--- config.mk ---
export PLATFORM = sky130hd
export DESIGN_NAME = xibus_master_seq
export DESIGN_NICKNAME = d
export VERILOG_FILES = /design/src/rtl/xibus_pkg.sv /design/src/rtl/xibus_timeout_cnt.sv /design/src/rtl/xibus_master_seq.sv
export SDC_FILE = /design/constraint.sdc
export NUM_CORES = 1
export LEC_CHECK = 0
export ABC_AREA = 1
export BUFFER_PORTS_ARGS = -buffer_cell sky130_fd_sc_hd__clkbuf_2
export CORE_ASPECT_RATIO = 0.7
export CORE_MARGIN = 4
export CORE_UTILIZATION = 43
export CTS_CLUSTER_DIAMETER = 80
export DETAILED_ROUTE_END_ITERATION = 8
export PLACE_DENSITY = 0.81
export REMOVE_ABC_BUFFERS = 1
export SLEW_MARGIN = 5
export SYNTH_ARGS = -nofsm -noshare
export SYNTH_HDL_FRONTEND = slang
export SYNTH_HIERARCHICAL = 1
export SYNTH_SLANG_ARGS = --single-unit
export TNS_END_PERCENT = 10
--- constraint.sdc ---
create_clock -name clk -period 2.2 [get_ports clk]
set_clock_uncertainty 0.05 [all_clocks]
set_input_delay 0.44 -clock clk [delete_from_list [all_inputs] [get_ports clk]]
set_output_delay 0.44 -clock clk [all_outputs]
set_load 0.01 [all_outputs]
--- src/rtl/xibus_pkg.sv ---
// +---------------------------------------------------------------------------+
// | xibus_pkg : shared types and constants for the XiBus master sequencer      |
// | Rev 1.0                                                                    |
// +---------------------------------------------------------------------------+
`default_nettype none

package xibus_pkg;

  typedef enum logic [2:0] {
    IDLE  = 3'd0,
    SETUP = 3'd1,
    ADDR  = 3'd2,
    DATA  = 3'd3,
    RESP  = 3'd4
  } state_t;

  typedef enum logic [1:0] {
    RSP_OK          = 2'd0,
    RSP_ERR_STROBE  = 2'd1,
    RSP_ERR_TIMEOUT = 2'd2
  } resp_t;

  localparam logic [3:0]  WR_READ      = 4'b0000;
  localparam int unsigned ADDR_CYC_DEF = 1;
  localparam int unsigned TIMEOUT_DEF  = 64;

endpackage

`default_nettype wire

--- src/rtl/xibus_timeout_cnt.sv ---
// +---------------------------------------------------------------------------+
// | xibus_timeout_cnt : clear/enable up-counter with terminal-count compare    |
// | Rev 1.0                                                                    |
// +---------------------------------------------------------------------------+
`default_nettype none

module xibus_timeout_cnt #(
  parameter int unsigned W = 16
) (
  input  logic         clk,
  input  logic         rst_n,
  input  logic         clr,
  input  logic         en,
  input  logic [W-1:0] term,
  output logic         tc
);

  logic [W-1:0] cnt;

  always_ff @(posedge clk or negedge rst_n) begin
    if (!rst_n)
      cnt <= '0;
    else if (clr)
      cnt <= '0;
    else if (en)
      cnt <= cnt + W'(1);
  end

  assign tc = (cnt == term);

endmodule

`default_nettype wire

--- src/rtl/xibus_master_seq.sv ---
// +---------------------------------------------------------------------------+
// | xibus_master_seq : XiBus bus-cycle controller (AS#/DS#, RDY#, timeout)     |
// | Rev 1.0                                                                    |
// +---------------------------------------------------------------------------+
`default_nettype none

module xibus_master_seq
  import xibus_pkg::*;
#(
  parameter int unsigned ADDR_CYC = ADDR_CYC_DEF,
  parameter int unsigned TIMEOUT  = TIMEOUT_DEF,
  parameter int unsigned TO_W     = 16
) (
  input  logic        clk,
  input  logic        rst_n,
  input  logic        cpu_req,
  input  logic [3:0]  cpu_write,
  input  logic [31:0] cpu_addr,
  input  logic [31:0] cpu_wdata,
  output logic        cpu_ack_o,
  output logic        cpu_err_o,
  output logic [31:0] cpu_rdata_o,
  output logic        enc_adrcy_o,
  output logic [3:0]  enc_write_o,
  output logic [31:0] enc_addr_o,
  output logic [31:0] enc_wdata_o,
  input  logic        enc_error_i,
  output logic        as_n_o,
  output logic        ds_n_o,
  output logic        ad_oe_o,
  input  logic [31:0] ad_i,
  input  logic        rdy_n_i
);

  localparam logic [TO_W-1:0] TO_TERM = TO_W'(TIMEOUT - 1);
  localparam logic [3:0]      AC_TERM = 4'(ADDR_CYC - 1);

  state_t state;
  state_t state_nxt;
  resp_t  resp;
  logic   addr_done;
  logic   to_hit;
  logic   is_read;

  assign is_read = (enc_write_o == WR_READ);

  xibus_timeout_cnt #(.W(4)) u_addr_cnt (
    .clk   (clk),
    .rst_n (rst_n),
    .clr   (state != ADDR),
    .en    (state == ADDR),
    .term  (AC_TERM),
    .tc    (addr_done)
  );

  // Counts only stalled DATA cycles; the count shown in DATA cycle k is k-1.
  xibus_timeout_cnt #(.W(TO_W)) u_to_cnt (
    .clk   (clk),
    .rst_n (rst_n),
    .clr   (state != DATA),
    .en    ((state == DATA) && rdy_n_i),
    .term  (TO_TERM),
    .tc    (to_hit)
  );

  always_ff @(posedge clk or negedge rst_n) begin
    if (!rst_n)
      state <= IDLE;
    else
      state <= state_nxt;
  end

  always_comb begin
    state_nxt = state;
    unique case (state)
      IDLE:    if (cpu_req) state_nxt = SETUP;
      SETUP:   state_nxt = enc_error_i ? RESP : ADDR;
      ADDR:    if (addr_done) state_nxt = DATA;
      DATA:    if (!rdy_n_i || to_hit) state_nxt = RESP;
      RESP:    state_nxt = IDLE;
      default: state_nxt = IDLE;
    endcase
  end

  always_ff @(posedge clk or negedge rst_n) begin
    if (!rst_n) begin
      enc_write_o <= '0;
      enc_addr_o  <= '0;
      enc_wdata_o <= '0;
      cpu_rdata_o <= '0;
      resp        <= RSP_OK;
    end else begin
      if (state == IDLE && cpu_req) begin
        enc_write_o <= cpu_write;
        enc_addr_o  <= cpu_addr;
        enc_wdata_o <= cpu_wdata;
      end
      if (state == SETUP)
        resp <= enc_error_i ? RSP_ERR_STROBE : RSP_OK;
      if (state == DATA) begin
        // RDY# takes priority over a simultaneous timeout.
        if (!rdy_n_i) begin
          resp <= RSP_OK;
          if (is_read)
            cpu_rdata_o <= ad_i;
        end else if (to_hit) begin
          resp <= RSP_ERR_TIMEOUT;
        end
      end
    end
  end

  always_comb begin
    as_n_o      = 1'b1;
    ds_n_o      = 1'b1;
    ad_oe_o     = 1'b0;
    enc_adrcy_o = 1'b0;
    cpu_ack_o   = 1'b0;
    cpu_err_o   = 1'b0;
    unique case (state)
      SETUP: begin
        enc_adrcy_o = 1'b1;
        ad_oe_o     = 1'b1;
      end
      ADDR: begin
        enc_adrcy_o = 1'b1;
        ad_oe_o     = 1'b1;
        as_n_o      = 1'b0;
      end
      DATA: begin
        ds_n_o  = 1'b0;
        ad_oe_o = !is_read;
      end
      RESP: begin
        cpu_ack_o = (resp == RSP_OK);
        cpu_err_o = (resp != RSP_OK);
      end
      default: ;
    endcase
  end

endmodule

`default_nettype wire

==> implementation parameters, run 1 <==
Parameter                              Value

Detailed routing
  First-pass detailed-route iteration total    4
  Post-route DRC    0
  Total number of vias    4869
  Total routed wirelength    14100 um
  Average wire per cell in the routed design    13.1 um
  Post-detailed-route count of antenna-violating nets    0
  Via-per-instance ratio    4.53
  Initial DRC Count    279

Global route
  Total GRT Usage    0.193
  Number of antenna violations at the first check in global routing    0
  Overall overflow remaining after global route    0
  Largest net degree at the start of global routing    80
  First-pass GRT wire length    23800 um
  Via count of the first global-routing pass    4844

Status
  Outcome    complete, no violations

Critical path
  Critical path capture point type    output port
  Critical path data arrival time    1530 ps
  Critical path startpoint    state[2]
  Origin of the critical flop-to-flop path    state[2]
  Crit path largest cell delay    460 ps
  Capture point of the worst path    ad_oe_o
  Reg2Reg Setup Slack    240 ps
  Data required, critical path    1710 ps
  CP Max Fanout    5
  Reg2reg path depth    10
  Type of element launching the critical path    flip-flop
  Chain of cells forming the critical path    nor2_4 -> nand2_2 -> nand2_1 -> o21bai_1 -> clkbuf_2
  Crit-path slowest cell    dfrtp_1
  Category of the most critical setup path    flip-flop to output port
  End of the worst register-to-register path    u_to_cnt/cnt[15]

Place
  Final weighted congestion in routability-driven placement    0.844
  DPL Wire Length    10600 um
  Buffers on Ports    210
  Area after DPL    6950 um^2

Logic synthesis
  Cell accounting for the most synthesized area    dfrtp_1
  Main synth FF type    dfrtp_1
  Area fraction of the dominant cell type after synthesis    0.547
  EDFF count, synth    0
  Commonest cells post-synth    nand2_1 (193), dfrtp_1 (125), inv_1 (93), o21ai_0 (54), nand3_1 (47)
  Number of synthesis warnings    6
  Syn Std Cell Area    5720 um^2
  Async set-or-reset flop fraction in the synthesized netlist    1.00
  Most repeated cell in the gate-level netlist after synthesis    nand2_1
  Syn Area/Cell    8.56 um^2
  Number of storage elements in the synthesis netlist    125
  Synth area leaders    dfrtp_1 (55%), nand2_1 (13%), inv_1 (6.1%)
  Distinct cell type count after synthesis    33
  Synthesized instance count    668
  Sequential share of the synthesized area    0.547

Power
  Clock power share    0.282
  Sw Ratio    0.373
  Leakage power    4.26 nW
  Final total power    0.00994 W
  Internal power of the cells    0.00623 W
  IR drop worst, VDD    0.722 mV
  Logic pwr share    0.339
  Power Density    1310 nW/um^2
  Net switching component of the power    0.00370 W
  Sequential cell fraction of total power    0.379

Clock tree
  H-tree lvl count    4
  Cts bufs inserted    17
  TritonCTS sink count    125
  Clock Path Buffers    2
  Clock slew at the register clock pins of the worst setup and hold paths    60 ps
  Clk root buf    clkbuf_16
  Worst-skew pair later-pin latency    410 ps
  Clock tree from TritonCTS    built

Finish
  Number of diodes    0
  Fill cells    1117
  Number of nets in the layout    1008
  Post-route cell area    7570 um^2
  Synthesis-to-finish area growth    32.3%
  Share of final-layout standard cells stronger than drive strength 1    0.302

Floorplanning
  Chip width    146 um
  Die footprint    15200 um^2
  Starting Density    0.450
  Row cnt    34
  Core ar.    12700 um^2
  Top-level port count    211
  Height of the chip    105 um

Timing
  Final Hold Viols    0
  Unrepaired setup endpoints after global routing    no
  Share of the clock period used by the worst path after layout    0.918
  Final setup violation count    0
  Final count of pins violating max slew    0
  Maximum clock frequency    495 MHz
  Final min period    2020 ps

Run
  Max capacitance violation total    0

Hold path
  Hold Crit Class    input pin to flip-flop
[what timing repair did]
action	4_1_cts	5_1_grt
setup endpoints to repair	0	1
hold buffers	1	0
gates resized for setup	0	1
setup buffers	0	1
hold endpoints to repair	46	0
[kinds of logic (layout without fill, tap and decap cells)]
family                   after synthesis  count (layout)  synth area share
flip-flops                           125             125             0.547
other                                  2              24           0.00131
buffers and inverters                122             346            0.0995
AND/OR/NAND/NOR                      309             309             0.240
XOR/XNOR                              17              17            0.0260
adder cells (fa/ha/maj)                2               2           0.00437
AO/OA/AOI/OAI                         91              91            0.0818
[area by class of cell]
class | instances | area [um^2] | area share
tap | 162 | 203 | 0.0268
clock inverter | 13 | 153 | 0.0202
timing repair buffer | 218 | 1170 | 0.154
multi-input combinational | 443 | 2120 | 0.280
inverter | 96 | 360 | 0.0476
clock buffer | 19 | 443 | 0.0585
sequential | 125 | 3130 | 0.413
[registers in the layout (all words and copies together), names as in the netlist]
signal / count
u_addr_cnt/cnt: 4
state: 3
resp: 2
enc_wdata_o: 32
enc_addr_o: 32
u_to_cnt/cnt: 16
enc_write_o: 4
cpu_rdata_o: 32
[critical path: cells and delay by family (launching register included)]
kind	cells	cell delay, ps
simple gates	3	420
flops	1	460
compound gates	1	100
buf+inv	1	150
[metal layers]
| metal | up-vias | GRT usage | share of wire |
|---|---|---|---|
| met5 | - | 0 | 0 |
| met4 | 0 | 0.0528 | 0.0074 |
| met3 | 6 | 0.0688 | 0.070 |
| met2 | 141 | 0.304 | 0.47 |
| met1 | 2204 | 0.255 | 0.45 |
| li1 | 2518 | - | - |
[cell usage in the layout (no fill, tap or decap), drive strengths merged]
master | synthesis | layout
ha | 2 | 2
inv | 96 | 102
a31oi | 2 | 2
buf | 16 | 8
conb | 2 | 24
nand3b | 1 | 1
nand2 | 197 | 197
clkinvlp | 0 | 3
xnor2 | 17 | 17
a21oi | 9 | 9
dfrtp | 125 | 125
or2 | 2 | 2
o21bai | 2 | 2
dlygate4sd3 | 0 | 1
and2 | 1 | 1
o21ai | 76 | 76
nand4 | 4 | 4
a21boi | 1 | 1
bufinv | 0 | 2
clkinv | 0 | 2
a211oi | 1 | 1
nor3 | 5 | 5
nand3 | 50 | 50
clkbuf | 10 | 228
nor2 | 49 | 49
[power groups by stage]
stage	clock, W	sequential (W)	combinational [W]
floorplan	0	0.00414	0.00142
global placement	0	0.00376	0.00331
detailed placement	0	0.00377	0.00343
CTS	0.00287	0.00377	0.00341
global route	0.00300	0.00389	0.00378
finish	0.00280	0.00376	0.00337
[per-stage QoR]
stage	instances	setup TNS [ps]	worst slack, ps	utilization	hold slack (ps)
global route	1076	0	36.0	0.595	181
detailed placement	1042	0	266	0.547	401
floorplan	664	-16990	-272	-	94.4
global placement	1042	0	349	0.547	404
finish	1076	0	181	0.595	194
CTS	1075	0	30.1	0.594	177
[how the worst min path moves through the flow]
stage               cells after the start  slack, ps            start         endpoint
floorplan                               0         90            rst_n   cpu_rdata_o[0]
global placement                        2        400  cpu_rdata_o[20]  cpu_rdata_o[20]
detailed placement                      2        400            rst_n    enc_addr_o[5]
CTS                                     3        180    cpu_wdata[24]  enc_wdata_o[24]
global route                            3        180     cpu_write[0]   enc_write_o[0]
finish                                  3        190    cpu_wdata[24]  enc_wdata_o[24]
Note: power is estimated with default switching activity, not from simulation.
==> inputs of run 2 (changes only) <==
--- a/config.mk
+++ b/config.mk
@@ -5,14 +5,14 @@
 export SDC_FILE = /design/constraint.sdc
 export NUM_CORES = 1
 export LEC_CHECK = 0
-export ABC_AREA = 1
 export BUFFER_PORTS_ARGS = -buffer_cell sky130_fd_sc_hd__clkbuf_2
+export CAP_MARGIN = 20
 export CORE_ASPECT_RATIO = 0.7
 export CORE_MARGIN = 4
 export CORE_UTILIZATION = 43
 export CTS_CLUSTER_DIAMETER = 80
 export DETAILED_ROUTE_END_ITERATION = 8
-export PLACE_DENSITY = 0.81
+export PLACE_DENSITY = 0.82
 export REMOVE_ABC_BUFFERS = 1
 export SLEW_MARGIN = 5
 export SYNTH_ARGS = -nofsm -noshare
==> run 2 against run 1 <==
Clock-buffer cell count is 1 lower. Final cell count is 26% lower. Hold slack better by 22 ps. Utilization is 0.18 points higher. Register-to-register slack worse by 60 ps. Combinational power is 9.5% higher. Total power is 5.1% higher. Sequential share of layout area is 0.86 points higher. Sequential power is 2% higher.
==> implementation parameters, run 2 <==
Parameter                              Value

Logic synthesis
  Commonest cells post-synth    dfrtp_1 (125), mux2_2 (70), mux2_4 (32), xnor2_1 (26), nor2_1 (22)
  Sequential share of the synthesized area    0.574 (+0.0267)
  EDFF count, synth    0 (unchanged)
  Main synth FF type    dfrtp_1
  Most repeated cell in the gate-level netlist after synthesis    dfrtp_1
  Cell accounting for the most synthesized area    dfrtp_1
  Area fraction of the dominant cell type after synthesis    0.574 (+0.0267)
  Number of synthesis warnings    6 (unchanged)
  Syn Area/Cell    14.4 um^2 (+68%)
  Async set-or-reset flop fraction in the synthesized netlist    1.00 (unchanged)
  Distinct cell type count after synthesis    41 (+24%)
  Synthesized instance count    379 (-43%)
  Synth area leaders    dfrtp_1 (57%), mux2_2 (14%), mux2_4 (8.8%)
  Syn Std Cell Area    5450 um^2 (-4.7%)
  Number of storage elements in the synthesis netlist    125 (unchanged)

Power
  Power Density    1410 nW/um^2 (+7.3%)
  Leakage power    3.69 nW (-13%)
  IR drop worst, VDD    0.750 mV (+3.9%)

Finish
  Highest-count cells in the layout ignoring fill and taps    clkbuf_2 (209), dfrtp_1 (125), mux2_2 (70), mux2_4 (32), xnor2_1 (26)
  Number of diodes    0 (unchanged)
  Fill cells    987 (-12%)
  Final Util    0.597 (+0.00177)
  Number of nets in the layout    725 (-28%)
  Synthesis-to-finish area growth    35.9%
  Most common cell after layout, fill and taps aside    clkbuf_2
  Share of final-layout standard cells stronger than drive strength 1    0.578 (+0.276)
  Post-route cell area    7410 um^2 (-2.0%)
  Largest registers    cpu_rdata_o (32), enc_addr_o (32), enc_wdata_o (32)

Critical path
  Crit path largest cell delay    430 ps (-30 ps)
  Top Family by Delay on Critical Path    buffers and inverters
  Crit-path slowest cell    or3_4
  Chain of cells forming the critical path    buf_4 -> inv_1 -> or3_4 -> clkbuf_2
  CP Max Fanout    11 (+6)
  Category of the most critical setup path    flip-flop to output port
  Critical path data arrival time    1620 ps (+90 ps)
  Critical path capture point type    output port
  Type of element launching the critical path    flip-flop
  Buffers plus inverters on the worst setup path    3 (+2)
  Data required, critical path    1710 ps (about the same)

Floorplanning
  Starting Density    0.439 (-0.0107)
  Height of the chip    102 um (-2.2%)
  Top-level port count    211 (unchanged)
  Chip width    143 um (-2.2%)
  Row cnt    34 (unchanged)
  Die footprint    14600 um^2 (-4.4%)
  Core ar.    12400 um^2 (-2.3%)

Place
  Area after DPL    6770 um^2 (-2.7%)
  DPL Wire Length    9200 um (-13%)
  Buffers on Ports    210 (unchanged)
  Final weighted congestion in routability-driven placement    0.789 (-6.5%)

Timing
  Final min period    2110 ps (+87.6 ps)
  Maximum clock frequency    475 MHz (-4.2%)
  Final count of pins violating max slew    0 (unchanged)
  Share of the clock period used by the worst path after layout    0.958 (+0.0398)
  Post-route worst hold slack    216 ps (+22.0 ps)
  Final Hold Viols    0 (unchanged)
  Transition time at the pin with the least slew margin    529 ps
  Unrepaired setup endpoints after global routing    no
  Final setup violation count    0 (unchanged)
  Worst relative slew slack    0.647

Global route
  Number of antenna violations at the first check in global routing    0 (unchanged)
  First-pass GRT wire length    19000 um (-20%)
  Total GRT Usage    0.166 (-0.0270)
  Largest net degree at the start of global routing    69 (-14%)
  Via count of the first global-routing pass    3798 (-22%)
  Overall overflow remaining after global route    0 (unchanged)

Clock tree
  Clk root buf    clkbuf_16
  Clock slew at the register clock pins of the worst setup and hold paths    60 ps (about the same)
  H-tree lvl count    4 (unchanged)
  Worst-skew pair later-pin latency    400 ps (about the same)
  Clock Path Buffers    2 (unchanged)
  TritonCTS sink count    125 (unchanged)
  Clock tree from TritonCTS    built
  Cts bufs inserted    17 (unchanged)

Detailed routing
  Total number of vias    3746 (-23%)
  Average wire per cell in the routed design    15.3 um (+17%)
  Total routed wirelength    12100 um (-14%)
  Post-route DRC    0 (unchanged)
  First-pass detailed-route iteration total    4 (unchanged)
  Via-per-instance ratio    4.72 (+4.4%)
  Initial DRC Count    110 (-61%)
  Post-detailed-route count of antenna-violating nets    0 (unchanged)

Hold path
  Hold Crit Class    input pin to flip-flop

Run
  Max capacitance violation total    0 (unchanged)

Status
  Outcome    complete, no violations
run 2: cell families (layout without fill, tap and decap cells):
| family | count (synthesis) | after routing | synth area share |
|---|---|---|---|
| buffers and inverters | 26 | 260 | 0.0328 |
| XOR/XNOR | 34 | 34 | 0.0546 |
| adder cells (fa/ha/maj) | 2 | 2 | 0.00459 |
| flip-flops | 125 | 125 | 0.574 |
| other | 2 | 20 | 0.00138 |
| multiplexers | 104 | 104 | 0.236 |
| AO/OA/AOI/OAI | 16 | 16 | 0.0218 |
| AND/OR/NAND/NOR | 70 | 70 | 0.0750 |
run 2: layout make-up:
type / instances / area, um^2 / area share
Clock buffer: 18 / 429 / 0.0579
Timing Repair Buffer: 223 / 1200 / 0.162
Inverter: 5 / 18.8 / 0.00253
Tap cell: 162 / 203 / 0.0273
Sequential cell: 125 / 3130 / 0.422
Multi-Input combinational cell: 246 / 2240 / 0.302
Clock inverter: 14 / 194 / 0.0262
run 2: metrics by stage:
step / instances / TNS, ps / worst slack (ps) / power [W]
final: 793 / 0 / 93.1 / 0.0104
after detailed placement: 760 / 0 / 131 / 0.00761
after global routing: 793 / 0 / 22.2 / 0.0111
after CTS: 793 / 0 / 0.0387 / 0.0106
after floorplan: 376 / -197440 / -2790 / 0.00597
after global placement: 760 / 0 / 150 / 0.00744
run 2: report_power, final:
group          internal [W]  switching (W)
combinational       0.00198        0.00172
sequential          0.00328       0.000555
clock               0.00190        0.00102
run 2: path summary, 6_finish.rpt:
| path | slack [ps] | from | depth (start not counted) | to |
|---|---|---|---|---|
| min in group asynchronous | 510 | rst_n | 2 | enc_wdata_o[22] |
| max in group asynchronous | 930 | rst_n | 3 | cpu_rdata_o[1] |
| setup reg to reg | 180 | state[0] | 7 | u_to_cnt/cnt[13] |
| setup / recovery | 90 | state[1] | 4 | as_n_o |
| hold reg to reg | 450 | enc_wdata_o[14] | 1 | enc_wdata_o[14] |
| hold / removal | 220 | cpu_wdata[10] | 2 | enc_wdata_o[10] |
run 2: metal layers:
| metal | vias to the layer above | global-route usage | wire (um) |
|---|---|---|---|
| met5 | - | 0 | 0 |
| met3 | 11 | 0.0575 | 1120 |
| met2 | 149 | 0.258 | 5760 |
| met1 | 1796 | 0.217 | 5120 |
| met4 | 0 | 0.0636 | 148 |
| li1 | 1790 | - | - |
run 2: what timing repair did:
action / in CTS / in global routing
endpoints found under the setup margin: 0 / 3
endpoints found under the hold margin: 35 / 0
gates resized for setup: 0 / 3
buffers inserted: 0 / 0
hold buffers: 1 / 0
run 2: worst register-to-register path: stages, from the launching register on:
cell and delay (ps):
dfrtp_1 410, nor2b_1 170, nand2_1 120, buf_4 220
o2111ai_4 230, nor4_1 470, xnor2_1 180, nor2_1 60
